`config.mk`:
```
export PLATFORM = sky130hd
export DESIGN_NAME = fetch_pc_unit_flat
export DESIGN_NICKNAME = d
export VERILOG_FILES = /design/src/rtl/fetch_pc_unit_if.sv /design/src/rtl/fetch_pc_unit.sv /design/src/flat_wrapper.sv
export SDC_FILE = /design/constraint.sdc
export NUM_CORES = 1
export LEC_CHECK = 0
export BUFFER_PORTS_ARGS = -buffer_cell sky130_fd_sc_hd__buf_4
export CELL_PAD_IN_SITES_DETAIL_PLACEMENT = 0
export CELL_PAD_IN_SITES_GLOBAL_PLACEMENT = 1
export CORE_ASPECT_RATIO = 1.75
export CORE_MARGIN = 2
export CORE_UTILIZATION = 33
export CTS_BUF_LIST = sky130_fd_sc_hd__clkbuf_2
export DETAILED_ROUTE_END_ITERATION = 7
export PLACE_DENSITY_LB_ADDON = 0.1
export SLEW_MARGIN = 20
export SYNTH_ARGS = -nofsm -noshare
export SYNTH_HDL_FRONTEND = slang
export SYNTH_SLANG_ARGS = --single-unit
```
`constraint.sdc`:
```
create_clock -name clk -period 4.1 [get_ports clk]
set_input_delay 1.23 -clock clk [delete_from_list [all_inputs] [get_ports clk]]
set_output_delay 1.23 -clock clk [all_outputs]
set_load 0.02 [all_outputs]
```
`src/rtl/fetch_pc_unit_if.sv`:
```
// Fetch PC unit bundle: D-stage redirect inputs, stall/exception
// controls and the fetch-side outputs.
interface fetch_pc_unit_if;
   logic        stall;
   logic [3:0]  pcsel_d;
   logic        cmp_eq_d;
   logic [31:0] imm_d;
   logic [25:0] instr_index_d;
   logic [31:0] pc_d;
   logic [31:0] rs_val_d;
   logic [31:0] epc;
   logic        exc_req;
   logic [31:0] pc_f;
   logic        adel_f;
   logic        flush_d;
   logic        redirect;
   logic [31:0] fetch_cnt;
   logic [31:0] redirect_cnt;

   modport master (
      output stall, pcsel_d, cmp_eq_d, imm_d, instr_index_d,
      output pc_d, rs_val_d, epc, exc_req,
      input  pc_f, adel_f, flush_d, redirect,
      input  fetch_cnt, redirect_cnt
   );

   modport slave (
      input  stall, pcsel_d, cmp_eq_d, imm_d, instr_index_d,
      input  pc_d, rs_val_d, epc, exc_req,
      output pc_f, adel_f, flush_d, redirect,
      output fetch_cnt, redirect_cnt
   );
endinterface

```
`src/rtl/fetch_pc_unit.sv`:
```
// F-stage PC register and next-PC selector for the MIPS pipeline.
// Optional perf counters enabled by defining FETCH_PERF_CNT_EN.
module fetch_pc_unit #(
   parameter logic [31:0] RESET_PC  = 32'h0000_3000,
   parameter logic [31:0] EXC_ENTRY = 32'h0000_4180,
   parameter logic [31:0] IM_LO     = 32'h0000_3000,
   parameter logic [31:0] IM_HI     = 32'h0000_6ffc
) (
   input logic           clk,
   input logic           reset,
   fetch_pc_unit_if.slave bus
);

   localparam logic [3:0] SEL_BEQ  = 4'd1;
   localparam logic [3:0] SEL_JAL  = 4'd2;
   localparam logic [3:0] SEL_JR   = 4'd3;
   localparam logic [3:0] SEL_ERET = 4'd4;

   logic [31:0] pc;
   logic [31:0] npc;
   logic [31:0] seq_pc;
   logic [31:0] beq_pc;
   logic [31:0] jal_pc;
   logic        flush;
   logic        redir;

   logic        is_beq;
   logic        is_jal;
   logic        is_jr;
   logic        is_eret;

   logic        take_exc;
   logic        take_eret;
   logic        take_hold;
   logic        take_beq;
   logic        take_jal;
   logic        take_jr;

   assign is_beq  = (bus.pcsel_d == SEL_BEQ);
   assign is_jal  = (bus.pcsel_d == SEL_JAL);
   assign is_jr   = (bus.pcsel_d == SEL_JR);
   assign is_eret = (bus.pcsel_d == SEL_ERET);

   // One-hot select in priority order; exceptions beat stall.
   assign take_exc  = bus.exc_req;
   assign take_eret = !bus.exc_req && !bus.stall && is_eret;
   assign take_hold = !bus.exc_req && bus.stall;
   assign take_beq  = !bus.exc_req && !bus.stall
                      && is_beq && bus.cmp_eq_d;
   assign take_jal  = !bus.exc_req && !bus.stall && is_jal;
   assign take_jr   = !bus.exc_req && !bus.stall && is_jr;

   assign seq_pc = pc + 32'd4;
   assign beq_pc = bus.pc_d + 32'd4 + {bus.imm_d[29:0], 2'b00};
   assign jal_pc = {bus.pc_d[31:28], bus.instr_index_d, 2'b00};

   always_comb begin
      npc   = seq_pc;
      flush = 1'b0;
      redir = 1'b0;
      unique case (1'b1)
         take_exc: begin
            npc   = EXC_ENTRY;
            flush = 1'b1;
            redir = 1'b1;
         end
         take_eret: begin
            npc   = bus.epc;
            flush = 1'b1;
            redir = 1'b1;
         end
         take_hold: begin
            npc = pc;
         end
         take_beq: begin
            npc   = beq_pc;
            redir = 1'b1;
         end
         take_jal: begin
            npc   = jal_pc;
            redir = 1'b1;
         end
         take_jr: begin
            npc   = bus.rs_val_d;
            redir = 1'b1;
         end
         default: begin
            npc = seq_pc;
         end
      endcase
   end

   always_ff @(posedge clk or negedge reset) begin
      if (!reset) begin
         pc <= RESET_PC;
      end else begin
         pc <= npc;
      end
   end

   assign bus.pc_f     = pc;
   assign bus.flush_d  = flush;
   assign bus.redirect = redir;
   assign bus.adel_f   = (pc[1:0] != 2'b00)
                         || (pc < IM_LO)
                         || (pc > IM_HI);

`ifdef FETCH_PERF_CNT_EN
   logic [31:0] fetch_q;
   logic [31:0] redir_q;

   always_ff @(posedge clk or negedge reset) begin
      if (!reset) begin
         fetch_q <= 32'd0;
         redir_q <= 32'd0;
      end else begin
         if (!bus.stall || bus.exc_req) begin
            fetch_q <= fetch_q + 32'd1;
         end
         if (redir) begin
            redir_q <= redir_q + 32'd1;
         end
      end
   end

   assign bus.fetch_cnt    = fetch_q;
   assign bus.redirect_cnt = redir_q;
`else
   assign bus.fetch_cnt    = 32'd0;
   assign bus.redirect_cnt = 32'd0;
`endif

endmodule

```
`src/flat_wrapper.sv`:
```
// flat-port wrapper written by rule: the top's interface ports become plain ports
module fetch_pc_unit_flat 
#(
   parameter logic [31:0] RESET_PC  = 32'h0000_3000,
   parameter logic [31:0] EXC_ENTRY = 32'h0000_4180,
   parameter logic [31:0] IM_LO     = 32'h0000_3000,
   parameter logic [31:0] IM_HI     = 32'h0000_6ffc
)
  (clk, reset, bus_stall, bus_pcsel_d, bus_cmp_eq_d, bus_imm_d, bus_instr_index_d, bus_pc_d, bus_rs_val_d, bus_epc, bus_exc_req, bus_pc_f, bus_adel_f, bus_flush_d, bus_redirect, bus_fetch_cnt, bus_redirect_cnt);
  fetch_pc_unit_if bus_i ();
  input logic clk;
  input logic reset;
  input wire logic [$bits(bus_i.stall)-1:0] bus_stall;
  input wire logic [$bits(bus_i.pcsel_d)-1:0] bus_pcsel_d;
  input wire logic [$bits(bus_i.cmp_eq_d)-1:0] bus_cmp_eq_d;
  input wire logic [$bits(bus_i.imm_d)-1:0] bus_imm_d;
  input wire logic [$bits(bus_i.instr_index_d)-1:0] bus_instr_index_d;
  input wire logic [$bits(bus_i.pc_d)-1:0] bus_pc_d;
  input wire logic [$bits(bus_i.rs_val_d)-1:0] bus_rs_val_d;
  input wire logic [$bits(bus_i.epc)-1:0] bus_epc;
  input wire logic [$bits(bus_i.exc_req)-1:0] bus_exc_req;
  output wire logic [$bits(bus_i.pc_f)-1:0] bus_pc_f;
  output wire logic [$bits(bus_i.adel_f)-1:0] bus_adel_f;
  output wire logic [$bits(bus_i.flush_d)-1:0] bus_flush_d;
  output wire logic [$bits(bus_i.redirect)-1:0] bus_redirect;
  output wire logic [$bits(bus_i.fetch_cnt)-1:0] bus_fetch_cnt;
  output wire logic [$bits(bus_i.redirect_cnt)-1:0] bus_redirect_cnt;
  assign bus_i.stall = bus_stall;
  assign bus_i.pcsel_d = bus_pcsel_d;
  assign bus_i.cmp_eq_d = bus_cmp_eq_d;
  assign bus_i.imm_d = bus_imm_d;
  assign bus_i.instr_index_d = bus_instr_index_d;
  assign bus_i.pc_d = bus_pc_d;
  assign bus_i.rs_val_d = bus_rs_val_d;
  assign bus_i.epc = bus_epc;
  assign bus_i.exc_req = bus_exc_req;
  assign bus_pc_f = bus_i.pc_f;
  assign bus_adel_f = bus_i.adel_f;
  assign bus_flush_d = bus_i.flush_d;
  assign bus_redirect = bus_i.redirect;
  assign bus_fetch_cnt = bus_i.fetch_cnt;
  assign bus_redirect_cnt = bus_i.redirect_cnt;
  fetch_pc_unit #(.RESET_PC(RESET_PC), .EXC_ENTRY(EXC_ENTRY), .IM_LO(IM_LO), .IM_HI(IM_HI)) u_core (.clk(clk), .reset(reset), .bus(bus_i));
endmodule
```
==> results of run 1 <==
[worst max-delay path, delay by kind of cell]
kind                     cells  cell delay [ns]
AND/OR/NAND/NOR              2             0.31
adder cells (fa/ha/maj)      3             0.75
buffers and inverters        3             0.34
multiplexers                 1             0.21
AO/OA/AOI/OAI                6             1.24
[through the flow]
| step | setup slack (ns) | TNS (ns) |
|---|---|---|
| detailed placement | -0.145 | -0.319 |
| floorplan | 0.130 | 0 |
| global placement | -0.123 | -0.243 |
| global route | 0.151 | 0 |
| finish | 0.290 | 0 |
| CTS | 0.279 | 0 |
[where the power goes]
part	leakage (nW)	total (mW)	switching [mW]	internal, mW
Combinational	2.77	0.806	0.438	0.368
Sequential	0.402	0.398	0.0505	0.348
Clock	0.0288	0.155	0.114	0.0408
Total	3.20	1.36	0.603	0.756
[layer usage]
| layer | vias up | part of all wire, % |
|---|---|---|
| li1 | 2616 | - |
| met5 | - | 0 |
| met4 | 0 | 2.0 |
| met1 | 2508 | 36 |
| met3 | 18 | 5.5 |
| met2 | 187 | 57 |
[final cells by class]
class	count	share of cell area [%]
Antenna cell	1	0.0383
Clock buffer	6	0.459
Clock inverter	1	0.0765
Inverter	12	0.689
Multi-Input combinational cell	555	57.7
Sequential cell	32	12.3
Tap cell	183	3.50
Timing Repair Buffer	220	25.3
[cells by family after synthesis]
| kind of cell | Yosys count | synth area share [%] |
|---|---|---|
| AOI/OAI and AO/OA | 198 | 25.9 |
| and+or+nand+nor | 170 | 17.5 |
| buffers and inverters | 104 | 13.2 |
| adders and majority gates | 59 | 14.9 |
| xor gates and xnor gates | 32 | 5.61 |
| muxes | 32 | 6.63 |
| DFF | 32 | 16.1 |
| other | 1 | 0.0750 |
[synth_stat cells, types with 4 or more instances]
library cell | count | area (µm²)
nor2b_1 | 4 | 25.0
nand2_1 | 40 | 150
o211ai_1 | 4 | 30.0
xor2_1 | 14 | 123
inv_1 | 11 | 41.3
a31oi_1 | 10 | 62.6
mux2_2 | 9 | 101
mux2i_1 | 23 | 230
a21o_1 | 10 | 75.1
dfrtp_1 | 30 | 751
ha_1 | 58 | 726
o21a_1 | 7 | 52.6
nand2b_1 | 4 | 25.0
buf_4 | 65 | 488
nor2_1 | 53 | 199
o21ai_1 | 19 | 95.1
and3_1 | 9 | 56.3
a222oi_1 | 5 | 50.1
o22ai_1 | 7 | 43.8
a21oi_1 | 58 | 290
nand3_1 | 15 | 75.1
nand4_1 | 8 | 50.1
o21ai_0 | 28 | 140
nor4_1 | 4 | 25.0
a221oi_1 | 13 | 114
buf_2 | 9 | 45.0
nor3_1 | 8 | 40.0
xnor2_1 | 18 | 158
o221ai_1 | 4 | 35.0
clkbuf_1 | 14 | 52.6
a211oi_1 | 9 | 67.6
[how the worst min path moves through the flow]
stage          slack [ns]  cells after the start                start                   to
2_1_floorplan        0.55                      2  u_core.bus.pc_f[13]  u_core.bus.pc_f[13]
3_3_place_gp         0.51                      1   u_core.bus.pc_f[6]   u_core.bus.pc_f[6]
3_5_place_dp         0.53                      2  u_core.bus.pc_f[13]  u_core.bus.pc_f[13]
4_1_cts              0.55                      2  u_core.bus.pc_f[13]  u_core.bus.pc_f[13]
5_1_grt              0.57                      2  u_core.bus.pc_f[13]  u_core.bus.pc_f[13]
6_report             0.54                      2  u_core.bus.pc_f[13]  u_core.bus.pc_f[13]
==> run metrics, run 1 <==
GP Congestion=0.886; IO Count=262; Hold-fix buffers, CTS=0; Crit. Startpoint=bus_pc_d[3]; final hold slack=0.544 ns; CP required=4.36 ns; met2 Usage GRT=43.9%; chip width=97.0 µm; Vias=5329; share of cells above drive strength 1=30.8%; die height=167 µm; WP data arrival=4.07 ns; Max clock buf depth=2; Worst path slowest cell=a211oi_2; syn_area_per_cell=7.96 µm²; crit-path max cell delay=0.40 ns; Critical R2R Capture=u_core.bus.pc_f[28]; Synth cell types=65; fin cells=1010; RSZ-0062 raised after global routing=false; status=finished, final reports clean; Least-Margin Pin Slew=0.854 ns; DP Wirelength=14800 µm; cell count after synthesis=628; sequential share of the synthesized area=16.1%; Core Region=14800 µm²; most frequent cells in the layout=buf_4 (220), conb_1 (64), a21oi_1 (58), ha_1 (58), nor2_1 (53); Post-DRT Antenna Nets=0; vias in the first global route=5343; port bufs=195; Final Cell Area=6540 µm²; Slew HR=41.6%; number of clock sinks=32; post-DR wirelength/cell=17.9 µm; DR DRC count=0; met1 Usage GRT=22.7%; DR vias/cell=5.28; postcts setup bufs=0; CTS tree=built; worst-skew pair later-pin latency=0.36 ns; Syn Std Cell Area=5000 µm²; CTS root buf=clkbuf_2; DRT Pass-1 Iters=5; die area=16200 µm²; area of the multi-input gates=3770 µm²; Slew Limit Fails=0; Most used DFF post-synth=dfrtp_1; CTS resizes=0; Min Clock Period, post-route=3.81 ns; dpl cells=1002; Hold WC Path Type=reg -> reg; fraction of registers with async set/reset=100%; Post-DP Area=6500 µm²; Initial Utilization=33.7%; leakage power=3.20 nW; met3 GRT Util=3.02%; final hold vios=0; r2r worst-path depth=10; pwr dens=208 nW/µm²; register area=803 µm²; startpoint types=primary input; layer with the highest usage=met2; crit path to=u_core.bus.pc_f[31]; synthesized flop and latch total=32; max reg flops=32; Worst Setup Path Type=in -> reg; maximum VDD drop=0.0868 mV; Post-synth EDFFs=0; largest net degree at the start of global routing=33; reg2reg setup slack=1.02 ns; Max Fclk=0.262 GHz; global route total overflow=0; CTS buffer count=5; Final Total Pwr=1.36 mW; crit-path max FO=5; final core occ=44.1%; clk slew on worst S/H paths=0.18 ns; GRT Total Usage=21.6%; worst reg2reg path startpoint=u_core.bus.pc_f[2]; Setup crit end kind=flop; yosys warns=0; setup violators final=0; initial antenna violation count=1; Layout area overhead=30.8%; first-pass GRT wire length=28300 µm; period utilisation layout=92.9%; nets@finish=1048; CTS HTree Levels=2; most common cell after layout, fill and taps aside=buf_4; CP Cell Sequence=buf_4, ha_1, ha_1, inv_1, fa_1, nor2b_1, o31a_1, nor3_2, o311ai_4, a211oi_2, o31ai_1, buf_4, a21oi_1, mux2i_1, o21ai_1; Detailed Route WL=18100 µm; Max-Cap Viols=0; Iteration-0 DRC Markers=234; Rows=59; Clock Skews=0.00824 ns; fill cell count=1564
Power figures use the tool's default switching activity.
==> run 2: changes to the inputs <==
Settings changed: BUFFER_PORTS_ARGS -buffer_cell sky130_fd_sc_hd__buf_4 to -buffer_cell sky130_fd_sc_hd__buf_2.
==> run 2 against run 1 <==
  * Sequential power about the same
  * Sequential cell count unchanged
  * Non-clock buffer count increased by 1
  * Global-route usage decreased by 0.55 points
  * Via count decreased by 1.2%
  * First-iteration DRC count decreased by 19%
  * Combinational power decreased by 7.8%
  * Die area unchanged
  * Cell count increased by 0.20%
  * Clock power increased by 8%
  * Count of clock-buffer cells in the layout increased by 1
  * Power decreased by 3.8%
  * Largest power group unchanged
==> run metrics, run 2 (synthesized netlist as in run 1, its figures left out) <==
status=finished, final reports clean; Detailed Route WL=17700 µm (-1.9%); setup violators final=0 (unchanged); CTS buffer count=5 (unchanged); max reg flops=32 (unchanged); Worst Setup Path Type=in -> reg; Clock Skews=0.0121 ns (+0.00382 ns); largest net degree at the start of global routing=33 (unchanged); CP required=4.42 ns (+0.06 ns); Max Fclk=0.265 GHz (+0.79%); Max clock buf depth=2 (unchanged); number of clock sinks=32 (unchanged); GRT Total Usage=21.1% (-0.55 points); share of cells above drive strength 1=30.8% (+0.046 points); most used cell along the critical path=ha_1; DP Wirelength=14500 µm (-1.6%); RSZ-0062 raised after global routing=false; CTS resizes=0 (unchanged); GP Congestion=0.880 (-0.69%); period utilisation layout=92.2% (-0.73 points); Initial Utilization=33.7% (unchanged); startpoint types=primary input; final hold vios=0 (unchanged); CTS tree=built; Hold WC Path Type=reg -> reg; Setup crit end kind=flop; fill cell count=1600 (+2.3%); CTS root buf=clkbuf_2; most common cell after layout, fill and taps aside=buf_2; Vias=5263 (-1.2%); Final Total Pwr=1.31 mW (-3.8%); Min Clock Period, post-route=3.78 ns (-0.0298 ns); postcts setup bufs=0 (unchanged); DR vias/cell=5.20 (-1.4%); DR DRC count=0 (unchanged); die height=167 µm (unchanged); pwr dens=216 nW/µm² (+3.7%); leakage power=3.05 nW (-4.7%); maximum VDD drop=0.0826 mV (-4.9%); Core Region=14800 µm² (unchanged); clk slew on worst S/H paths=0.18 ns (about the same); Worst path slowest cell=a211oi_2; setup TNS=0 ns (unchanged); Rows=59 (unchanged); CP Cell Sequence=buf_2, ha_1, ha_1, inv_1, fa_1, nor2b_1, o31a_1, nor3_2, o311ai_4, a211oi_2, o31ai_1, buf_4, a21oi_1, mux2i_1, o21ai_1; Slew Limit Fails=0 (unchanged); Max-Cap Viols=0 (unchanged); DRT Pass-1 Iters=4 (-1); global route total overflow=0 (unchanged); nets@finish=1049 (+0.095%); Least-Margin Pin Slew=0.780 ns (-0.0736 ns); crit-path max cell delay=0.42 ns (+0.02 ns); CTS HTree Levels=2 (unchanged); die area=16200 µm² (unchanged); Iteration-0 DRC Markers=190 (-19%); initial antenna violation count=1 (unchanged); post-DR wirelength/cell=17.5 µm (-2.1%); Hold-fix buffers, CTS=0 (unchanged); port bufs=195 (unchanged); chip width=97.0 µm (unchanged); Slew HR=46.6% (+5.0 points); worst-skew pair later-pin latency=0.40 ns (+0.04 ns); IO Count=262 (unchanged); WP data arrival=4.10 ns (+0.03 ns); crit-path max FO=4 (-1); Post-DRT Antenna Nets=0 (unchanged); Layout area overhead=21.3%; first-pass GRT wire length=27500 µm (-2.7%); vias in the first global route=5273 (-1.3%); most frequent cells in the layout=buf_2 (195), conb_1 (64), a21oi_1 (58), ha_1 (58), nor2_1 (53)
## run 2: path summary, 6_finish.rpt
check                                   startpoint             endpoint  slack [ns]  cells past startpoint
worst max-delay path                   bus_pc_d[3]  u_core.bus.pc_f[31]        0.32                     15
worst max register to register  u_core.bus.pc_f[2]  u_core.bus.pc_f[28]        1.31                     11
worst min register to register  u_core.bus.pc_f[6]   u_core.bus.pc_f[6]        0.55                      1
min in group asynchronous                    reset   u_core.bus.pc_f[2]        0.88                      1
worst min-delay path            u_core.bus.pc_f[6]   u_core.bus.pc_f[6]        0.55                      1
max in group asynchronous                    reset  u_core.bus.pc_f[21]        2.69                      1
## run 2: critical path, delay by kind of cell
family	cells	cell delay (ns)
adder cells (fa/ha/maj)	3	0.75
AO/OA/AOI/OAI	6	1.25
multiplexers	1	0.22
buffers and inverters	3	0.33
AND/OR/NAND/NOR	2	0.31
## run 2: report_power, final
group / internal [mW] / switching, mW
registers: 0.348 / 0.0488
logic: 0.308 / 0.435
clock network: 0.0456 / 0.122
## run 2: layout make-up
cell class	count	area [µm²]	share of cell area, %
diodes	1	2.50	0.0413
multi-input cells	555	3770	62.2
repair buffers	221	1170	19.3
clock buffers	7	35.0	0.578
clock inverters	1	3.75	0.0619
flip-flops and latches	32	803	13.3
inverters	12	45.0	0.743
well taps	183	229	3.78
## run 2: routing by layer
metal  wire length [µm]  GRT usage [%]
met1               6470           22.9
met2              10100           42.5
met3               1010           2.69
met4                182           4.47
met5                  0              0
## run 2: per-stage QoR
stage               cells  utilization [%]  hold WS [ns]  cell area (µm²)  setup slack [ns]
finish               1012             40.9         0.553             6060             0.320
CTS                  1011             40.8         0.557             6060             0.318
global route         1012             40.9         0.581             6060             0.199
detailed placement   1003             40.6         0.519             6020            -0.144
floorplan             691                -         0.550             5230             0.130
global placement     1003             40.6         0.510             6020            -0.116
==> run 3: changes to the inputs <==
Clock period 4.1 ns to 4.27 ns, I/O delays scaled along.
==> run 3 against run 2 <==
  * Sequential cell count did not move
  * Sequential share of layout area rose by 0.083 points
  * Core utilization fell by 0.25 points
  * Clock skew rose by 0.017 ns
  * Count of clock-buffer cells in the layout fell by 2
  * Power fell by 4.5%
  * Setup slack improved by 0.084 ns
  * Critical path depth fell by 8
  * Worst hold slack got worse by 0.0054 ns
  * Register-to-register slack got worse by 0.07 ns
  * Die area did not move
  * Critical endpoint is now bus_redirect
  * Largest cell class unchanged
  * Highest routed layer unchanged
==> run metrics, run 3 (synthesized netlist as in run 1, its figures left out) <==
port bufs=195 (unchanged); Iteration-0 DRC Markers=172 (-9.5%); Slew Limit Fails=0 (unchanged); CP required=2.99 ns (-1.43 ns); WP data arrival=2.58 ns (-1.52 ns); most frequent cells in the layout=buf_2 (195), conb_1 (64), a21oi_1 (58), ha_1 (58), nor2_1 (53); max reg flops=32 (unchanged); CTS tree=built; share of cells above drive strength 1=30.4% (-0.42 points); Post-DRT Antenna Nets=0 (unchanged); Initial Utilization=33.7% (unchanged); final core occ=40.6% (-0.25 points); Final Total Pwr=1.25 mW (-4.5%); DP Wirelength=14500 µm (+0.13%); switch share=46.9% (+0.57 points); sequential share of power=30.6% (+0.3 points); setup violators final=0 (unchanged); period utilisation layout=90.5%; Rows=59 (unchanged); startpoint types=primary input; initial antenna violation count=1 (unchanged); Core Region=14800 µm² (unchanged); global route total overflow=0 (unchanged); DR DRC count=0 (unchanged); DRT Pass-1 Iters=4 (unchanged); vias in the first global route=5353 (+1.5%); Worst Setup Path Type=in -> out; Hold-fix buffers, CTS=0 (unchanged); CTS buffer count=5 (unchanged); Min Clock Period, post-route=3.87 ns; CTS resizes=0 (unchanged); nets@finish=1044 (-0.48%); Slew HR=44.4% (-2.2 points); final hold vios=0 (unchanged); Clk pwr share=12.4% (-0.4 points); Power Internal=0.663 mW (-5.5%); Vias=5332 (+1.3%); setup TNS=0 ns (unchanged); Max clock buf depth=2 (unchanged); switching power=0.586 mW (-3.3%); Clock Skews=0.0291 ns (+0.0170 ns); first-pass GRT wire length=27600 µm (+0.43%); leakage power=3.03 nW (-0.76%); status=finished, final reports clean; pwr dens=207 nW/µm² (-3.9%); Layout area overhead=20.6%; CTS root buf=clkbuf_2; worst-skew pair later-pin latency=0.41 ns (about the same); fill cell count=1619 (+1.2%); CTS HTree Levels=2 (unchanged); largest net degree at the start of global routing=33 (unchanged); combinational share of power=57.0% (about the same); Max Fclk=0.259 GHz; Hold WC Path Type=reg -> reg; GRT Total Usage=21.2% (+0.15 points); most common cell after layout, fill and taps aside=buf_2; number of clock sinks=32 (unchanged); crit-path max FO=7 (+3); final hold slack=0.547 ns (-0.00540 ns); Detailed Route WL=18000 µm (+1.2%); clk slew on worst S/H paths=0.17 ns (about the same); post-DR wirelength/cell=17.8 µm (+1.7%); Least-Margin Pin Slew=0.813 ns (+0.0325 ns); IO Count=262 (unchanged); Setup crit end kind=primary output; die area=16200 µm² (unchanged); die height=167 µm (unchanged); GP Congestion=0.892 (+1.4%); Max-Cap Viols=0 (unchanged); maximum VDD drop=0.0886 mV (+7.3%); DR vias/cell=5.29 (+1.8%); RSZ-0062 raised after global routing=false; postcts setup bufs=0 (unchanged); chip width=97.0 µm (unchanged)
run 3: cell count changes in the layout (fill, tap and decap cells not counted), sizes merged:
| cell | change |
|---|---|
| buf | -5 |
| clkbuf | -2 |
| clkinv | +2 |
run 3: final timing paths:
kind	startpoint	endpoint	slack, ns	cells after the start
worst max-delay path	bus_exc_req	bus_redirect	0.40	7
worst min-delay path	u_core.bus.pc_f[13]	u_core.bus.pc_f[13]	0.55	2
worst max register to register	u_core.bus.pc_f[3]	u_core.bus.pc_f[28]	1.24	10
worst min register to register	u_core.bus.pc_f[13]	u_core.bus.pc_f[13]	0.55	2
max in group asynchronous	reset	u_core.bus.pc_f[16]	2.80	1
min in group asynchronous	reset	u_core.bus.pc_f[2]	0.92	1
run 3: per-layer routing:
layer | track usage (%) | vias up | part of all wire [%]
li1 | - | 2614 | -
met1 | 22.6 | 2499 | 37
met2 | 42.1 | 196 | 56
met3 | 2.73 | 23 | 5.0
met4 | 7.16 | 0 | 2.7
met5 | 0 | - | 0
run 3: power by group through the flow:
stage | registers [mW] | logic (mW) | clock network [mW]
finish | 0.381 | 0.712 | 0.155
global placement | 0.385 | 0.709 | 0
detailed placement | 0.387 | 0.713 | 0
floorplan | 0.408 | 0.477 | 0
global route | 0.387 | 0.785 | 0.176
CTS | 0.381 | 0.718 | 0.164
run 3: layout make-up:
class	instances	area, µm²	area share (%)
inverters	12	45.0	0.748
clock buffers	5	25.0	0.415
clock inverters	3	13.8	0.228
repair buffers	216	1130	18.8
diodes	1	2.50	0.0415
multi-input cells	555	3770	62.6
well taps	183	229	3.80
flip-flops and latches	32	803	13.3
run 3: worst max-delay path, cell delays in order:
cell	delay, ns
buf_2	0.15
or3_4	0.44
nor4b_4	0.27
or2_2	0.16
nor3_2	0.05
inv_2	0.06
buf_2	0.16
run 3: stage by stage:
step	worst slack (ns)	std cells	cell area, µm²
CTS	0.391	1006	6020
global placement	0.0379	998	5980
global route	0.323	1007	6020
floorplan	0.198	691	5230
finish	0.405	1007	6020
detailed placement	0.0302	998	5980
